$ cat src/rtl/edge_frame_capture.sv
// Thresholds the filtered edge stream to 1 bit/pixel and packs 8 pixels per byte into a frame buffer.
// Define EDGE_CAPTURE_CONT_EN for continuous capture; the default is single-shot per i_arm.
module edge_frame_capture #(
    parameter int WIDTH   = 8,
    parameter int H_RES   = 170,
    parameter int V_RES   = 120,
    parameter int EDGE_TH = 128,
    parameter int ADDR_W  = 12
) (
    input  logic              clk,
    input  logic              rstn,
    input  logic              i_vsync,
    input  logic              i_hsync,
    input  logic              i_de,
    input  logic [WIDTH-1:0]  i_data,
    input  logic              i_arm,
    output logic              o_busy,
    output logic              o_done,
    output logic              o_frame_err,
    output logic              o_mem_we,
    output logic [ADDR_W-1:0] o_mem_addr,
    output logic [7:0]        o_mem_wdata,
    output logic [15:0]       o_edge_cnt
);
    localparam int BPL = (H_RES + 7) / 8;
    localparam int XW  = $clog2(H_RES + 1);
    localparam int YW  = $clog2(V_RES + 1);
    localparam logic [XW-1:0]    X_END  = XW'(H_RES);
    localparam logic [XW-1:0]    X_LAST = XW'(H_RES - 1);
    localparam logic [YW-1:0]    Y_LAST = YW'(V_RES - 1);
    localparam logic [WIDTH-1:0] TH     = WIDTH'(EDGE_TH);

    typedef enum logic [1:0] {IDLE, WAIT_VS, CAPTURE, DONE} state_t;

    state_t            state_q, state_d;
    logic [XW-1:0]     x_q, x_d;
    logic [YW-1:0]     y_q, y_d;
    logic [7:0]        pack_q, pack_d;
    logic              vs_prev_q, de_prev_q;
    logic              busy_q, busy_d, done_q, done_d;
    logic              err_q, err_d, we_q, we_d;
    logic [ADDR_W-1:0] addr_q, addr_d;
    logic [7:0]        wdata_q, wdata_d;
    logic [15:0]       cnt_q, cnt_d;
    logic              vs_rise, de_fall, pix;

    // Line sync carries no information beyond what de already gives.
    logic unused_hsync;
    assign unused_hsync = i_hsync;

    function automatic logic [ADDR_W-1:0] byte_addr(input logic [YW-1:0] y, input logic [XW-1:0] x);
        return ADDR_W'(int'(y) * BPL + int'(x >> 3));
    endfunction

    assign vs_rise = i_vsync & ~vs_prev_q;
    assign de_fall = de_prev_q & ~i_de;

    // NOTE: every *_d gets a default first so no path through the case leaves a latch.
    always_comb begin
        state_d = state_q;
        x_d     = x_q;
        y_d     = y_q;
        pack_d  = pack_q;
        err_d   = err_q;
        cnt_d   = cnt_q;
        we_d    = 1'b0;
        addr_d  = addr_q;
        wdata_d = wdata_q;
        pix     = 1'b0;
        case (state_q)
            IDLE: begin
                if (i_arm) begin
                    state_d = WAIT_VS;
                    err_d   = 1'b0;
                    cnt_d   = '0;
                end
            end
            WAIT_VS: begin
                if (vs_rise) begin
                    state_d = CAPTURE;
                    x_d     = '0;
                    y_d     = '0;
                    pack_d  = '0;
`ifdef EDGE_CAPTURE_CONT_EN
                    err_d   = 1'b0;
                    cnt_d   = '0;
`endif
                end
            end
            CAPTURE: begin
                if (i_de) begin
                    if (x_q < X_END) begin
                        pix              = (i_data >= TH);
                        pack_d[x_q[2:0]] = pix;
                        if (pix && cnt_q != 16'hFFFF) cnt_d = cnt_q + 16'd1;
                        if (x_q[2:0] == 3'd7 || x_q == X_LAST) begin
                            we_d    = 1'b1;
                            addr_d  = byte_addr(y_q, x_q);
                            wdata_d = pack_d;
                            pack_d  = '0;
                        end
                        x_d = x_q + XW'(1);
                    end else begin
                        err_d = 1'b1;
                    end
                end
                if (de_fall) begin
                    if (x_q < X_END) begin
                        err_d = 1'b1;
                        if (x_q[2:0] != 3'd0) begin
                            we_d    = 1'b1;
                            addr_d  = byte_addr(y_q, x_q);
                            wdata_d = pack_q;
                        end
                    end
                    x_d    = '0;
                    y_d    = y_q + YW'(1);
                    pack_d = '0;
                    if (y_q == Y_LAST) state_d = DONE;
                end
                // Early vsync sees the state left by any same-cycle line end, so it never double-flushes.
                if (vs_rise && state_d != DONE) begin
                    err_d   = 1'b1;
                    state_d = DONE;
                    if (x_d < X_END && x_d[2:0] != 3'd0) begin
                        we_d    = 1'b1;
                        addr_d  = byte_addr(y_d, x_d);
                        wdata_d = pack_d;
                    end
                end
            end
            DONE: begin
`ifdef EDGE_CAPTURE_CONT_EN
                state_d = WAIT_VS;
`else
                if (i_arm) begin
                    state_d = WAIT_VS;
                    err_d   = 1'b0;
                    cnt_d   = '0;
                end
`endif
            end
            default: state_d = IDLE;
        endcase
        busy_d = (state_d == WAIT_VS) || (state_d == CAPTURE);
        done_d = (state_d == DONE);
    end

    // NOTE: non-blocking assignments keep every flop sampling the pre-edge value of its peers.
    always_ff @(posedge clk or negedge rstn) begin
        if (!rstn) begin
            state_q   <= IDLE;
            x_q       <= '0;
            y_q       <= '0;
            pack_q    <= '0;
            vs_prev_q <= 1'b0;
            de_prev_q <= 1'b0;
            busy_q    <= 1'b0;
            done_q    <= 1'b0;
            err_q     <= 1'b0;
            we_q      <= 1'b0;
            addr_q    <= '0;
            wdata_q   <= '0;
            cnt_q     <= '0;
        end else begin
            state_q   <= state_d;
            x_q       <= x_d;
            y_q       <= y_d;
            pack_q    <= pack_d;
            vs_prev_q <= i_vsync;
            de_prev_q <= i_de;
            busy_q    <= busy_d;
            done_q    <= done_d;
            err_q     <= err_d;
            we_q      <= we_d;
            addr_q    <= addr_d;
            wdata_q   <= wdata_d;
            cnt_q     <= cnt_d;
        end
    end

    assign o_busy      = busy_q;
    assign o_done      = done_q;
    assign o_frame_err = err_q;
    assign o_mem_we    = we_q;
    assign o_mem_addr  = addr_q;
    assign o_mem_wdata = wdata_q;
    assign o_edge_cnt  = cnt_q;
endmodule

$ cat config.mk
export PLATFORM = sky130hd
export DESIGN_NAME = edge_frame_capture
export DESIGN_NICKNAME = d
export VERILOG_FILES = /design/src/rtl/edge_frame_capture.sv
export SDC_FILE = /design/constraint.sdc
export NUM_CORES = 1
export LEC_CHECK = 0
export ABC_AREA = 1
export CAP_MARGIN = 10
export CORE_UTILIZATION = 45
export DETAILED_ROUTE_END_ITERATION = 16
export PLACE_DENSITY = 0.65
export SETUP_SLACK_MARGIN = 0.5
export SYNTH_ARGS = -nofsm -noshare
export SYNTH_HDL_FRONTEND = slang
export SYNTH_SLANG_ARGS = --single-unit
$ cat constraint.sdc
create_clock -name clk -period 6 [get_ports clk]
set_input_delay 1.2 -clock clk [delete_from_list [all_inputs] [get_ports clk]]
set_output_delay 1.2 -clock clk [all_outputs]
set_load 0.03 [all_outputs]
# Word-level counts from Yosys, hierarchy flattened
# Cells that the tools add are included.
# classes
add_sub_neg	5
n_mul	2
div_mod_pow	0
magnitude_cmp	5
eq_ne	16
shift	0
n_mux	62
bitwise_logic	4
reduce_logical	15
# ops
cell	count
two-way mux 8 bit	17
two-way mux 12 bit	8
two-way mux 16 bit	4
one-hot mux 16 bit (2 select lines)	1
one-hot mux 8 bit (2 select lines)	2
adder 12 x 5 -> 12 bit	2
multiplier 7 x 4 -> 11 bit, second input constant	2
two-way mux 7 bit	3
adder 16 x 1 -> 16 bit, second input constant	1
< comparator 8 bit, second input constant	2
two-way mux 1 bit	16
inequality test 16 bit, second input constant	1
one-hot mux 7 bit (2 select lines)	1
two-way mux 2 bit	6
inequality test 2 bit, second input constant	5
adder 8 x 1 -> 8 bit, second input constant	1
bitwise mux 8 bit	1
== test 2 bit, second input constant	4
== test 8 bit, second input constant	1
>= comparator 8 bit, second input constant	1
adder 7 x 1 -> 7 bit, second input constant	1
== test 7 bit, second input constant	1
one-hot mux 2 bit (3 select lines)	1
nonzero test 3 bit	2
16 further kinds	25
# word_totals
reg_bits	67
latchBits	0
mem_bits_rw	0
rom_bits	0
output_inout_bits	40
mem_count	0

# Longest topological paths before layout
# logic_depth
depth_word	13
ltp_mapped	27
ltp_nobuf	27

# Worst setup path after synthesis
# Ideal clock, no wire load.
# synth_path
kind	input -> register
from	input i_de
to	register addr_q[11] (netlist: o_mem_addr[11])
setup_time_ns	0.117
t_arrival_ns	4.764
required_ns	5.883
path_slack_ns	1.119
stages	23
path_buffers	2
cell_sequence	buf_2 nor2_4 inv_2 buf_1 o21ai_0 nand2_1 inv_1 ha_1 ha_1 inv_1 fa_1 inv_1 ha_1 nand2_1 o211a_1 nor3_1 nand2_1 nor3_1 nand2_1 o21ai_0 nand3_1 nand2_1 nand2_1
# synth_between
elab_chain_len	8
word_cells_on_any_way	22
classes_between	add/sub (1); mul (1); order compare (1); eq/ne (1); mux (13); bitwise (2); reduce/logical (3)
# synth_rtl
element	line_no	rtl
start, declared	14	input logic i_de,
NOT 1 bit	56	assign de_fall = de_prev_q & ~i_de;
AND 1 bit	56	
two-way mux 7 bit or two-way mux 8 bit (tied branches)	107	if (de_fall) begin
two-way mux 7 bit or two-way mux 8 bit (tied branches)	70	case (state_q)
multiplier 7 x 4 -> 11 bit, or another cell as far along	52	return ADDR_W'(int'(y) * BPL + int'(x >> 3));
adder 12 x 5 -> 12 bit or logical AND 1 bit (tied branches)	52, 125	
two-way mux 12 bit	125	if (x_d < X_END && x_d[2:0] != 3'd0) begin
two-way mux 12 bit (*)	122	if (vs_rise && state_d != DONE) begin
end signal, assigned	176	addr_q <= addr_d;
end, declared	42	logic [ADDR_W-1:0] addr_q, addr_d;
# Mark *: on every way between the ends. The rest lies on a longest branch, timed or not. The select of a mux whose other input is x is not followed.
# A chain may end at the register's enable or synchronous reset.

# Worst setup path after layout
# Same ends and word-level chain as after synthesis.

==> summary.md <==
| Metric | Value |
|---|---|
| CP Class | input pin to flip-flop |
| Worst VDD drop | slightly above 200 uV |
| M1 GR Usage | about 33% |
| Synth Flop Type | dfrtp_1 |
| Rows | ~40 |
| Crit-path max cell delay | roughly 0.50 ns |
| CP max FO | 7 |
| Leak | ~0.0035 uW |
| Distinct cells, synth | between 40 and 50 |
| Via count | between 5000 and 6000 |
| Fmax | between 0.15 and 0.2 GHz |
| Worst Max-Slew Pin Slew | 1.03 ns |
| 1st-iter DRT viols | 358 |
| CTS tree | yes |
| Tmin final | around 5.1 ns |
| Synth Area in Simple Gates | 28.9% |
| Slew headroom | 31.3% |
| Xor-xnor portion of the synthesized cell area | around 2.9% |
| Residual DRC | 0 |
| Sequential area share after synthesis | around 29% |
| Top delay family on crit path | simple AND/OR/NAND/NOR gates |
| Hold Slack | just over 0.5 ns |
| Postcts setup bufs | 0 |
| Largest cells by area after synthesis | dfrtp_1 (29%), nand2_1 (13%), ha_1 (11%) |
| Synth async-reset ratio | 100% |
| Syn Nets | approximately 900 |
| Setup Skew | between 0.01 and 0.015 ns |
| YS warnings | 0 |
| Clk Latency, worst-skew pair | approximately 0.35 ns |
| Gr usage total | between 20% and 30% |
| CP required | roughly 6.2 ns |
| Filler cells | 1225 |
| TritonCTS Buffers | 9 |
| Post-place setup slack | 0.547 ns |
| Worst-path clk slew | 0.06 ns |
| Die extent in y | ~120 um |
| RSZ-0062 raised after global routing | no |
| Placer Congestion | 0.879 |
| Main combinational cell family by area after synthesis | simple AND/OR/NAND/NOR gates |
| Mux cell area share after synthesis | less than 1% |
| Max Slew Vio Count | 0 |
| Root buffer cell | clkbuf_16 |
| Yosys top cell area share | 28.8% |
| Status | finished, final reports clean |
| Most numerous cell in the Yosys netlist | nand2_1 |
| TritonRoute pass-1 iters | 5 |
| Synthesized area | roughly 5800 um2 |
| Vias in the first global route | ~5200 |
| Vias per cell | 5.28 |
| Initial antenna violation count | 0 |
| Diode count | 0 |
| Die area | between 10000 and 15000 um2 |
| CTS max path bufs | 2 |
| Synth Register Bits | 67 |
| Worst hold path type | flip-flop to flip-flop |
| # clock sinks | 67 |
| Power Dens Cells | 340 nW/um2 |
| Area leader, netlist | dfrtp_1 |
| Starting Density | 46.2% |
| CP Capture Type | flip-flop |
| Met3 Usage GRT | around 4.2% |
| Wirelength, routed | approximately 15 mm |
| DP HPWL | roughly 11 mm |
| GRT overflow | 0 |
| Largest net degree at the start of global routing | between 60 and 70 |
| Max_cap viols | 0 |
| Crit path top cell by count | nand2_1 |
| Met2 Track Usage GR | between 30 and 40% |
| Storage cell area | between 1500 and 2000 um2 |
| Critical Path Start Type | input pin |
| Cell Chain, Critical Path | clkdlybuf4s50_1 > nor2_4 > inv_2 > nor3_1 > inv_1 > nor2_1 > xor2_1 > inv_1 > ha_1 > inv_1 > fa_1 > inv_1 > ha_1 > a21oi_1 > nand2_1 > xor2_1 > nor2_1 > nand2_1 > nor3_2 > nand2_1 > o21ai_0 > nand3_1 > nand2_1 > nand2_1 |
| Layout area overhead | 15.0% |
| Post-Synth Adder-Cell Area | between 10% and 20% |
| Avg Cell Area, Syn | between 7 and 8 um2 |
| Final hold violations | 0 |
| Antenna-violating nets left | 0 |
| EDFF count, synth | 0 |
| Tcrit/Tclk final | a little over four fifths |
| Max stage delay cell, worst path | fa_1 |
| Die width | 116 um |
| CORE AREA | approximately 13000 um2 |
| Htree depth | 3 |
| Synth Area in Compound Gates | 13.9% |
| Setup TNS | 0 ns |
| Io pins | 54 |
| GRT busiest layer | met2 |
| Layout net count | around 940 |
| Crit path DAT | around 5.3 ns |
| Layout cell share with drive strength beyond 1 | roughly 7% |
| Final setup margin | roughly 0.94 ns |
| I/O Buffers | 45 |
| Multi-input logic area | 3530 um2 |
| Post-synthesis cell count | 826 |
| Critical path buffer and inverter count | 6 |
| Final Setup Violations | 0 |
| Top post-synthesis cells by count | nand2_1 (205), inv_1 (121), dfrtp_1 (67) |
| Drt wl/cell | ~14 um |
| First-pass GRT wire length | roughly 25 mm |
## routing by layer
layer	up-vias	share of wire, %
met2	136	45
met1	2558	50
met3	20	4.1
li1	2781	-
met5	-	0
met4	0	1.9
## stage by stage
stage,utilization [%],power [uW],area [um2],cells
after CTS,53.1,2300,6700,1040
after global placement,50.7,1700,6400,1024
after detailed placement,50.7,1740,6400,1024
after floorplan,-,1400,5830,826
after global routing,53.1,2450,6710,1040
final,53.1,2280,6710,1040
## cell families (layout without fill, tap and decap cells)
| family | count (synthesis) | after routing |
|---|---|---|
| XOR/XNOR | 19 | 19 |
| multiplexers | 1 | 1 |
| buffers and inverters | 158 | 200 |
| AO/OA/AOI/OAI | 141 | 141 |
| adder cells (fa/ha/maj) | 62 | 62 |
| flip-flops | 67 | 67 |
| AND/OR/NAND/NOR | 378 | 378 |
## sequential cells by signal, indices dropped and copies added (netlist names), 2 cells and up
| signal | flops |
|---|---|
| y_q | 7 |
| state_q | 2 |
| o_mem_addr | 12 |
| pack_q | 8 |
| o_edge_cnt | 16 |
| o_mem_wdata | 8 |
| x_q | 8 |
## where the power goes
| part | total [uW] | leakage, uW | switching (uW) | internal, uW |
|---|---|---|---|---|
| Combinational | 1080 | 0.00242 | 692 | 383 |
| Clock | 549 | 0.000142 | 224 | 325 |
| Sequential | 657 | 0.000898 | 102 | 555 |
## worst paths after layout
check                           depth (start not counted)        endpoint  slack (ns)            from
min in group asynchronous                               2  o_mem_wdata[2]        1.04            rstn
worst max-delay path                                   24  o_mem_addr[11]        0.94            i_de
max in group asynchronous                               2     o_frame_err        4.33            rstn
worst min register to register                          2  o_mem_wdata[0]        0.51  o_mem_wdata[0]
worst min-delay path                                    2  o_mem_wdata[0]        0.51  o_mem_wdata[0]
worst max register to register                         23  o_mem_addr[11]        1.71          y_q[0]
## final cells by class
| type | count | area share [%] |
|---|---|---|
| repair buffers | 50 | 7.20 |
| well taps | 172 | 3.21 |
| clock buffers | 9 | 3.36 |
| multi-input cells | 601 | 52.6 |
| flip-flops and latches | 67 | 25.0 |
| inverters | 134 | 7.50 |
| clock inverters | 7 | 1.14 |
## layout by cell type, fill, tap and decap left out, types with 16 or more instances in the layout
cell,Yosys,layout
o21ai_1,16,16
nand4_1,23,23
ha_1,52,52
clkdlybuf4s50_1,0,44
nand2_1,205,205
inv_1,121,121
a21oi_1,36,36
dfrtp_1,67,67
nand3_1,53,53
o22ai_1,27,27
o21ai_0,39,39
nor2_1,57,57
## worst min-delay path, delay by kind of cell, from the launching register on
kind | cells | cell delay (ns)
flip-flops | 1 | 0.36
AND/OR/NAND/NOR | 2 | 0.11
## timing repair
action                                  CTS  global route
hold buffers                              0             0
endpoints found under the hold margin     0             0
resized for setup                         0             1
endpoints found under the setup margin    0             1
No activity file was read; power rests on OpenSTA's default activity.
